## config.mk

```make
export PLATFORM = sky130hd
export DESIGN_NAME = adc_spi_responder
export DESIGN_NICKNAME = d
export VERILOG_FILES = /design/src/rtl/adc_spi_responder.sv
export SDC_FILE = /design/constraint.sdc
export NUM_CORES = 1
export LEC_CHECK = 0
export CELL_PAD_IN_SITES_DETAIL_PLACEMENT = 0
export CELL_PAD_IN_SITES_GLOBAL_PLACEMENT = 1
export CORE_MARGIN = 2
export CORE_UTILIZATION = 37
export DETAILED_ROUTE_END_ITERATION = 10
export PLACE_DENSITY = 0.76
export SLEW_MARGIN = 15
export SYNTH_ARGS = -nofsm -noshare
export SYNTH_HDL_FRONTEND = slang
export SYNTH_SLANG_ARGS = --single-unit
```

## constraint.sdc

```tcl
create_clock -name i_clk -period 1.7 [get_ports i_clk]
set_input_delay 0.34 -clock i_clk [delete_from_list [all_inputs] [get_ports i_clk]]
set_output_delay 0.34 -clock i_clk [all_outputs]
set_load 0.1 [all_outputs]
```

## src/rtl/adc_spi_responder.sv

```systemverilog
// ADC end of the 4-wire CONVST/SCK/MOSI/MISO link.
// A CONVST rise latches i_sample and starts a modelled conversion. The result
// is then shifted out MSB-first on MISO, one bit per SCK fall, while the
// config word is captured from MOSI on the first CFG_BITS SCK rises.
// All link pins are asynchronous, so they are synchronized into i_clk first.
module adc_spi_responder #(
  parameter int DATA_BITS   = 12,
  parameter int CFG_BITS    = 6,
  parameter int CONV_CYCLES = 80
) (
  input  logic                 i_clk,
  input  logic                 i_rst,
  input  logic [DATA_BITS-1:0] i_sample,
  input  logic                 i_convst,
  input  logic                 i_sck,
  input  logic                 i_mosi,
  output logic                 o_miso,
  output logic                 o_busy,
  output logic [CFG_BITS-1:0]  o_cfg_word,
  output logic                 o_cfg_valid,
  output logic                 o_frame_err
);

  localparam int CNT_W = $clog2(CONV_CYCLES + 1);
  localparam int BIT_W = $clog2(DATA_BITS + 1);
  localparam logic [CNT_W-1:0] CONV_LOAD = CNT_W'(CONV_CYCLES - 1);
  localparam logic [BIT_W-1:0] CFG_LAST  = BIT_W'(CFG_BITS - 1);
  localparam logic [BIT_W-1:0] CFG_COUNT = BIT_W'(CFG_BITS);
  localparam logic [BIT_W-1:0] DATA_LAST = BIT_W'(DATA_BITS);

  typedef enum logic [1:0] {
    IDLE,
    CONVERT,
    READY,
    SHIFT
  } state_t;

  // Synchronizer pipes: [0] first flop, [1] synced level, [2] delayed copy for edges.
  logic [2:0] convst_pipe;
  logic [2:0] sck_pipe;
  logic [1:0] mosi_pipe;

  logic convst_lvl, convst_rise, sck_rise, sck_fall, mosi_bit;

  state_t                 state_q, state_d;
  logic [DATA_BITS-1:0]   result_q, result_d;
  logic [CNT_W-1:0]       conv_cnt_q, conv_cnt_d;
  logic [BIT_W-1:0]       bit_cnt_q, bit_cnt_d;
  logic [CFG_BITS-1:0]    cfg_shift_q, cfg_shift_d;
  logic [CFG_BITS-1:0]    cfg_word_q, cfg_word_d;
  logic                   miso_q, miso_d;
  logic                   busy_q, busy_d;
  logic                   cfg_valid_q, cfg_valid_d;
  logic                   frame_err_q, frame_err_d;

  logic [CFG_BITS-1:0]    cfg_shift_in;
  logic [DATA_BITS-1:0]   result_shl;

  // Two-flop synchronizers plus one extra stage per edge-detected pin.
  // NOTE: sequential state uses non-blocking (<=) so every flop samples pre-edge values.
  always_ff @(posedge i_clk) begin
    if (i_rst) begin
      convst_pipe <= '0;
      sck_pipe    <= '0;
      mosi_pipe   <= '0;
    end else begin
      convst_pipe <= {convst_pipe[1:0], i_convst};
      sck_pipe    <= {sck_pipe[1:0], i_sck};
      mosi_pipe   <= {mosi_pipe[0], i_mosi};
    end
  end

  assign convst_lvl  = convst_pipe[1];
  assign convst_rise = convst_pipe[1] & ~convst_pipe[2];
  assign sck_rise    = sck_pipe[1] & ~sck_pipe[2];
  assign sck_fall    = ~sck_pipe[1] & sck_pipe[2];
  assign mosi_bit    = mosi_pipe[1];

  assign cfg_shift_in = (cfg_shift_q << 1) | CFG_BITS'(mosi_bit);
  assign result_shl   = result_q << 1;

  // State and datapath registers; everything returns to idle on reset.
  always_ff @(posedge i_clk) begin
    if (i_rst) begin
      state_q     <= IDLE;
      result_q    <= '0;
      conv_cnt_q  <= '0;
      bit_cnt_q   <= '0;
      cfg_shift_q <= '0;
      cfg_word_q  <= '0;
      miso_q      <= 1'b0;
      busy_q      <= 1'b0;
      cfg_valid_q <= 1'b0;
      frame_err_q <= 1'b0;
    end else begin
      state_q     <= state_d;
      result_q    <= result_d;
      conv_cnt_q  <= conv_cnt_d;
      bit_cnt_q   <= bit_cnt_d;
      cfg_shift_q <= cfg_shift_d;
      cfg_word_q  <= cfg_word_d;
      miso_q      <= miso_d;
      busy_q      <= busy_d;
      cfg_valid_q <= cfg_valid_d;
      frame_err_q <= frame_err_d;
    end
  end

  // Next-state and datapath update; a CONVST rise always takes priority over SCK.
  always_comb begin
    // NOTE: every signal gets a default first so no path can infer a latch.
    state_d     = state_q;
    result_d    = result_q;
    conv_cnt_d  = conv_cnt_q;
    bit_cnt_d   = bit_cnt_q;
    cfg_shift_d = cfg_shift_q;
    cfg_word_d  = cfg_word_q;
    miso_d      = miso_q;
    busy_d      = busy_q;
    cfg_valid_d = 1'b0;
    frame_err_d = 1'b0;

    case (state_q)
      IDLE: begin
        miso_d = 1'b0;
        if (convst_rise) begin
          result_d   = i_sample;
          conv_cnt_d = CONV_LOAD;
          busy_d     = 1'b1;
          state_d    = CONVERT;
        end
      end

      CONVERT: begin
        // A second CONVST mid-conversion is flagged but does not restart it.
        if (convst_rise) begin
          frame_err_d = 1'b1;
        end
        if (conv_cnt_q == '0) begin
          busy_d  = 1'b0;
          state_d = READY;
        end else begin
          conv_cnt_d = conv_cnt_q - 1'b1;
        end
      end

      READY: begin
        if (convst_rise) begin
          // Skipping the read-out is legal: just start the next conversion.
          result_d   = i_sample;
          conv_cnt_d = CONV_LOAD;
          busy_d     = 1'b1;
          state_d    = CONVERT;
        end else if (!convst_lvl) begin
          miso_d    = result_q[DATA_BITS-1];
          bit_cnt_d = '0;
          state_d   = SHIFT;
        end
      end

      SHIFT: begin
        if (convst_rise) begin
          // Truncated frame: report it and start the new conversion.
          frame_err_d = 1'b1;
          miso_d      = 1'b0;
          result_d    = i_sample;
          conv_cnt_d  = CONV_LOAD;
          busy_d      = 1'b1;
          state_d     = CONVERT;
        end else if (sck_rise) begin
          if (bit_cnt_q < CFG_COUNT) begin
            cfg_shift_d = cfg_shift_in;
            if (bit_cnt_q == CFG_LAST) begin
              cfg_word_d  = cfg_shift_in;
              cfg_valid_d = 1'b1;
            end
          end
          bit_cnt_d = bit_cnt_q + 1'b1;
        end else if (sck_fall) begin
          if (bit_cnt_q == DATA_LAST) begin
            miso_d  = 1'b0;
            state_d = IDLE;
          end else begin
            result_d = result_shl;
            miso_d   = result_shl[DATA_BITS-1];
          end
        end
      end

      default: state_d = IDLE;
    endcase
  end

  assign o_miso      = miso_q;
  assign o_busy      = busy_q;
  assign o_cfg_word  = cfg_word_q;
  assign o_cfg_valid = cfg_valid_q;
  assign o_frame_err = frame_err_q;

endmodule

```

==> flow_metrics.env, run 1 <==
export IMPL_crit_fanout=4
export IMPL_synthXorXnorAreaFrac=0.00781
export IMPL_period_share=0.950
export IMPL_die_h_um=81.9
export IMPL_cts_path_max_buffers=2
export IMPL_postRouteAntennaNets=0
export IMPL_synth_cell_type_count=41
export IMPL_tns_ns=0
export IMPL_final_net_count=314
export IMPL_cts_tree="yes"
export IMPL_synth_compound_area_frac=0.142
export IMPL_ios=27
export IMPL_start_util=0.381
export IMPL_async_flop_share=0
export IMPL_synth_area_um2=2240
export IMPL_slowest_stage="or3b_4"
export IMPL_synth_area_mux_share=0.0580
export IMPL_arrival_ns=1.83
export IMPL_synth_top_family_by_area="simple AND/OR/NAND/NOR gates"
export IMPL_first_pass_iters=4
export IMPL_syn_inst=263
export IMPL_antenna_cells=0
export IMPL_setup_worst_path_class="flip-flop to flip-flop"
export IMPL_layout_drive_gt1_share=0.133
export IMPL_rsz0062_at_grt="yes"
export IMPL_finalHoldViolations=0
export IMPL_layout_min_cycle_time_ns=1.61
export IMPL_core_um2=5890
export IMPL_ys_ff_latch=48
export IMPL_setup_viol=0
export IMPL_vias=1926
export IMPL_via_per_inst=5.23
export IMPL_grt_pass1_wl_mm=8.22
export IMPL_dp_hpwl_mm=3.30
export IMPL_holdWs_ns=0.443
export IMPL_fmax_mhz=619
export IMPL_hp_class="flip-flop to flip-flop"
export IMPL_finalWirelength_mm=4.81
export IMPL_grt_overflow_total=0
export IMPL_multi_input_area_um2=1180
export IMPL_antenna_found_initial=0
export IMPL_final_cell_area_um2=2890
export IMPL_die_width_um=81.9
export IMPL_port_buffers=26
export IMPL_maxSlewHeadroom=0.659
export IMPL_finClkSkew_ns=0.00706
export IMPL_gp_congestion=0.777
export IMPL_yosysSeqAreaShare=0.428
export IMPL_synth_edf_count=0
export IMPL_powerDensity_nw_per_um2=859
export IMPL_routedWlPerCell_um=13.1
export IMPL_syn_avg_cell_area_um2=8.53
export IMPL_ys_warn_count=0
export IMPL_clk_latency_ns=0.30
export IMPL_fin_util=0.490
export IMPL_first_iter_violations=84
export IMPL_outcome="completed"
export IMPL_drc=0
export IMPL_leakagePower_nw=1.08
export IMPL_grt_use_total=0.156
export IMPL_cpPeakStageDelay_ns=0.40
export IMPL_slew_viol_final=0
export IMPL_dpl_cell_count=360
export IMPL_grt_max_degree=28
export IMPL_ir_drop_mv=0.487
export IMPL_numCtsBuffers=5
export IMPL_htree_levels=2
export IMPL_cap_viol_max_count=0
export IMPL_cp_start_kind="flip-flop"
export IMPL_cts_sinks=48
export IMPL_synth_main_ff_cell="dfxtp_1"
export IMPL_syn2layout_area_growth_pct=28.7
export IMPL_dieArea_um2=6700
export IMPL_place_area_um2=2750
export IMPL_synth_fp_nets=285
export IMPL_synthAdderAreaFrac=0.0279
export IMPL_critPathCaptureType="flip-flop"
export IMPL_crit_required_ns=1.91
export IMPL_path_clk_slew_ns=0.09
export IMPL_fillers=579
export IMPL_crit_chain="inv_1 -> ha_2 -> or3b_4 -> nor4_4 -> a211oi_1 -> a311oi_1"
export IMPL_seqCellArea_um2=962
export IMPL_yosys_area_share_simple=0.279
export IMPL_cts_hold_buf=0
export IMPL_worstMarginPinSlew_ns=0.509
export IMPL_final_cell_count_no_fill=368
export IMPL_root_buffer="clkbuf_8"
export IMPL_grt_pass1_vias=1808
export IMPL_rows=28
==> sequential cells by signal, indices dropped and copies added (netlist names) <==
signal	cells
o_cfg_word	6
state_q	2
sck_pipe	3
bit_cnt_q	4
o_frame_err	1
mosi_pipe	2
conv_cnt_q	7
o_cfg_valid	1
convst_pipe	3
o_busy	1
o_miso	1
cfg_shift_q	5
result_q	12
==> Yosys cell counts, drive strengths merged, types with 7 or more instances <==
cell	n	area share
a211oi	7	0.023
a21oi	21	0.047
a31oi	12	0.033
buf	8	0.016
clkbuf	10	0.017
dfxtp	48	0.43
inv	14	0.023
mux2i	13	0.058
nand4b	11	0.043
nor2	39	0.065
nor2b	14	0.039
nor3	14	0.031
==> critical path: cells and delay by family (launching register included) <==
family | cells | cell delay, ns
adders and majority gates | 1 | 0.18
DFF | 1 | 0.34
and+or+nand+nor | 2 | 0.58
AOI/OAI and AO/OA | 2 | 0.36
buffers and inverters | 1 | 0.08
==> logic make-up (layout without fill, tap and decap cells) <==
family	count (synthesis)	after routing
AOI/OAI and AO/OA	52	52
DFF	48	48
adders and majority gates	5	5
and+or+nand+nor	111	111
muxes	13	13
buffers and inverters	32	62
xor gates and xnor gates	2	2
==> power by group <==
group          switching (mW)  internal (mW)  leakage, nW
clock                   0.383          0.435       0.0541
sequential             0.0428           1.18        0.391
combinational           0.244          0.199        0.636
total                   0.670           1.81         1.08
==> path summary, 6_finish.rpt <==
kind | start | to | slack (ns) | depth (start not counted)
setup / recovery | conv_cnt_q[0]$_SDFFE_PP0P_ | conv_cnt_q[6]$_SDFFE_PP0P_ | 0.09 | 6
hold / removal | convst_pipe[0]$_SDFF_PP0_ | convst_pipe[1]$_SDFF_PP0_ | 0.44 | 1
setup reg to reg | conv_cnt_q[0]$_SDFFE_PP0P_ | conv_cnt_q[6]$_SDFFE_PP0P_ | 0.09 | 6
hold reg to reg | convst_pipe[0]$_SDFF_PP0_ | convst_pipe[1]$_SDFF_PP0_ | 0.44 | 1
==> metrics by stage <==
| stage | power [mW] | worst slack (ns) |
|---|---|---|
| 3_3_place_gp | 1.66 | 0.0880 |
| 5_1_grt | 2.61 | -0.0282 |
| 4_1_cts | 2.48 | 0.0123 |
| 3_5_place_dp | 1.67 | -0.0256 |
| 2_1_floorplan | 1.52 | 0.137 |
| 6_report | 2.48 | 0.0851 |
==> layer usage <==
metal,global-route usage,share of wire,vias up
met5,0,0,-
met4,0.0483,0.010,0
met3,0.0407,0.043,6
met2,0.253,0.47,27
met1,0.201,0.47,909
li1,-,-,984
==> repair_timing <==
action,CTS,global route
endpoints found under the hold margin,0,0
pin swaps,0,1
endpoints found under the setup margin,1,4
buffers inserted,0,0
gates resized for setup,1,4
==> cells in the final DEF (no fill, tap or decap), drive strengths merged, types with 3 or more instances in the layout <==
cell | synthesis | final
nand2 | 6 | 6
mux2i | 13 | 13
inv | 14 | 14
clkbuf | 10 | 5
clkdlybuf4s50 | 0 | 16
nor4 | 3 | 3
nor2 | 39 | 39
buf | 8 | 24
a21oi | 21 | 21
nor3 | 14 | 14
nor2b | 14 | 14
ha | 5 | 5
o21ai | 5 | 5
a211oi | 7 | 7
dfxtp | 48 | 48
nand4b | 11 | 11
nand3 | 5 | 5
a31oi | 12 | 12
==> area by class of cell <==
| class | count | share of cell area |
|---|---|---|
| clock inverters | 3 | 0.0147 |
| repair buffers | 40 | 0.170 |
| clock buffers | 5 | 0.0238 |
| flip-flops and latches | 48 | 0.333 |
| inverters | 14 | 0.0182 |
| multi-input cells | 183 | 0.407 |
| well taps | 75 | 0.0325 |
No activity file was read; power rests on OpenSTA's default activity.
==> inputs of run 2 (changes only) <==
==> constraint.sdc (replaced) <==
create_clock -name i_clk -period 1.7 [get_ports i_clk]
set_input_delay 0.17 -clock i_clk [delete_from_list [all_inputs] [get_ports i_clk]]
set_output_delay 0.17 -clock i_clk [all_outputs]
set_load 0.1 [all_outputs]
==> run 2 against run 1 <==
  * Fmax increased by 0.69%
  * Critical path type unchanged
  * Flip-flop and latch count unchanged
  * Register-to-register slack about the same
  * Highest routed layer unchanged
==> flow_metrics.env, run 2 (synthesized netlist as in run 1, its figures left out) <==
export IMPL_gp_congestion=0.738
export IMPL_core_um2=5890
export IMPL_dp_slack_ns=0.00604
export IMPL_slew_viol_final=0
export IMPL_mostFrequentLayoutCell="dfxtp_1"
export IMPL_grt_use_total=0.146
export IMPL_arrival_ns=1.81
export IMPL_busiest_layer="met2"
export IMPL_grt_pass1_wl_mm=7.76
export IMPL_crit_fanout=4
export IMPL_cts_tree="yes"
export IMPL_multi_input_area_um2=1180
export IMPL_grt_pass1_vias=1722
export IMPL_cts_sinks=48
export IMPL_rr_worst_depth=6
export IMPL_postRouteAntennaNets=0
export IMPL_layout_drive_gt1_share=0.130
export IMPL_port_buffers=26
export IMPL_setup_worst_path_class="flip-flop to flip-flop"
export IMPL_period_share=0.943
export IMPL_cts_path_max_buffers=2
export IMPL_whs_path_depth=2
export IMPL_finalHoldViolations=0
export IMPL_leakagePower_nw=1.05
export IMPL_via_per_inst=5.17
export IMPL_grt_overflow_total=0
export IMPL_hp_class="input port to flip-flop"
export IMPL_rows=28
export IMPL_final_cell_mix="48 x dfxtp_1, 39 x nor2_1, 21 x a21oi_1, 21 x buf_4, 16 x clkdlybuf4s50_1"
export IMPL_outcome="completed"
export IMPL_seqCellArea_um2=961
export IMPL_die_h_um=81.9
export IMPL_first_pass_iters=4
export IMPL_cts_setup_buffers=0
export IMPL_fillers=613
export IMPL_final_net_count=313
export IMPL_fmax_mhz=623
export IMPL_grt_max_degree=49
export IMPL_maxSlewHeadroom=0.628
export IMPL_vias=1898
export IMPL_numCtsBuffers=5
export IMPL_critPathCaptureType="flip-flop"
export IMPL_dpl_cell_count=359
export IMPL_ir_drop_mv=0.559
export IMPL_ios=27
export IMPL_layout_min_cycle_time_ns=1.60
export IMPL_drc=0
export IMPL_r2r_setup_slack_ns=0.1
export IMPL_root_buffer="clkbuf_8"
export IMPL_first_iter_violations=85
export IMPL_worstReg2RegStart="conv_cnt_q[0]$_SDFFE_PP0P_"
export IMPL_worstMarginPinSlew_ns=0.557
export IMPL_powerDensity_nw_per_um2=899
export IMPL_clk_latency_ns=0.30
export IMPL_top_register="result_q"
export IMPL_die_width_um=81.9
export IMPL_path_clk_slew_ns=0.09
export IMPL_finClkSkew_ns=0.00495
export IMPL_layout_setup_ws_ns=0.0961
export IMPL_globalRouteMet1Util=0.185
export IMPL_met2_usage=0.245
export IMPL_antenna_found_initial=0
export IMPL_rsz0062_at_grt="yes"
export IMPL_grt_util_met3=0.0341
export IMPL_finalWirelength_mm=4.67
export IMPL_cp_start_kind="flip-flop"
export IMPL_routedWlPerCell_um=12.7
export IMPL_holdWs_ns=0.417
export IMPL_dieArea_um2=6700
export IMPL_place_area_um2=2610
export IMPL_largest_reg_flops=12
export IMPL_final_cell_area_um2=2750
export IMPL_r2r_end="conv_cnt_q[6]$_SDFFE_PP0P_"
export IMPL_start_util=0.381
export IMPL_crit_required_ns=1.91
export IMPL_dp_hpwl_mm=3.08
export IMPL_worstHoldStart="i_sck"
export IMPL_antenna_cells=0
export IMPL_min_to="sck_pipe[0]$_SDFF_PP0_"
export IMPL_setup_viol=0
export IMPL_cap_viol_max_count=0
export IMPL_final_cell_count_no_fill=367
export IMPL_syn2layout_area_growth_pct=22.5
export IMPL_htree_levels=2
run 2: how the worst max path moves through the flow:
| stage | end | from |
|---|---|---|
| 2_1_floorplan | o_cfg_word[5]$_SDFFE_PP0P_ | bit_cnt_q[3]$_SDFFE_PP0P_ |
| 3_3_place_gp | conv_cnt_q[6]$_SDFFE_PP0P_ | conv_cnt_q[0]$_SDFFE_PP0P_ |
| 3_5_place_dp | conv_cnt_q[6]$_SDFFE_PP0P_ | conv_cnt_q[0]$_SDFFE_PP0P_ |
| 4_1_cts | conv_cnt_q[6]$_SDFFE_PP0P_ | conv_cnt_q[0]$_SDFFE_PP0P_ |
| 5_1_grt | conv_cnt_q[0]$_SDFFE_PP0P_ | conv_cnt_q[0]$_SDFFE_PP0P_ |
| 6_report | conv_cnt_q[6]$_SDFFE_PP0P_ | conv_cnt_q[0]$_SDFFE_PP0P_ |
run 2: timing repair:
action,4_1_cts,5_1_grt
gates cloned,0,0
hold buffers,0,0
pin swaps,0,1
setup endpoints to repair,1,4
gates resized for setup,1,5
run 2: worst max-delay path: stages, from the launching register on:
cell	delay, ns
dfxtp_1	0.34
inv_1	0.09
ha_2	0.19
or3b_4	0.41
nor4_4	0.17
a211oi_1	0.11
a311oi_1	0.22
run 2: report_power, final:
group | internal [mW] | leakage [nW] | total, mW | switching [mW]
Clock | 0.435 | 0.0541 | 0.814 | 0.379
Sequential | 1.18 | 0.391 | 1.22 | 0.0402
Combinational | 0.193 | 0.602 | 0.442 | 0.250
run 2: per-layer routing:
layer / up-vias / part of all wire
met5: - / 0
li1: 985 / -
met4: 0 / 0.010
met3: 7 / 0.045
met2: 36 / 0.46
met1: 870 / 0.49
run 2: stage by stage:
stage                       TNS, ns   util  power [mW]
final                             0  0.467        2.47
after floorplan                   0      -        1.52
after global placement            0  0.443        1.65
after detailed placement          0  0.443        1.65
after global routing      -0.000696  0.467        2.60
after CTS                         0  0.463        2.48
run 2: cell type report:
| cell class | instances | share of cell area |
|---|---|---|
| multi-input cells | 183 | 0.430 |
| inverters | 14 | 0.0191 |
| flip-flops and latches | 48 | 0.350 |
| clock inverters | 3 | 0.0155 |
| clock buffers | 5 | 0.0250 |
| repair buffers | 39 | 0.127 |
| well taps | 75 | 0.0341 |
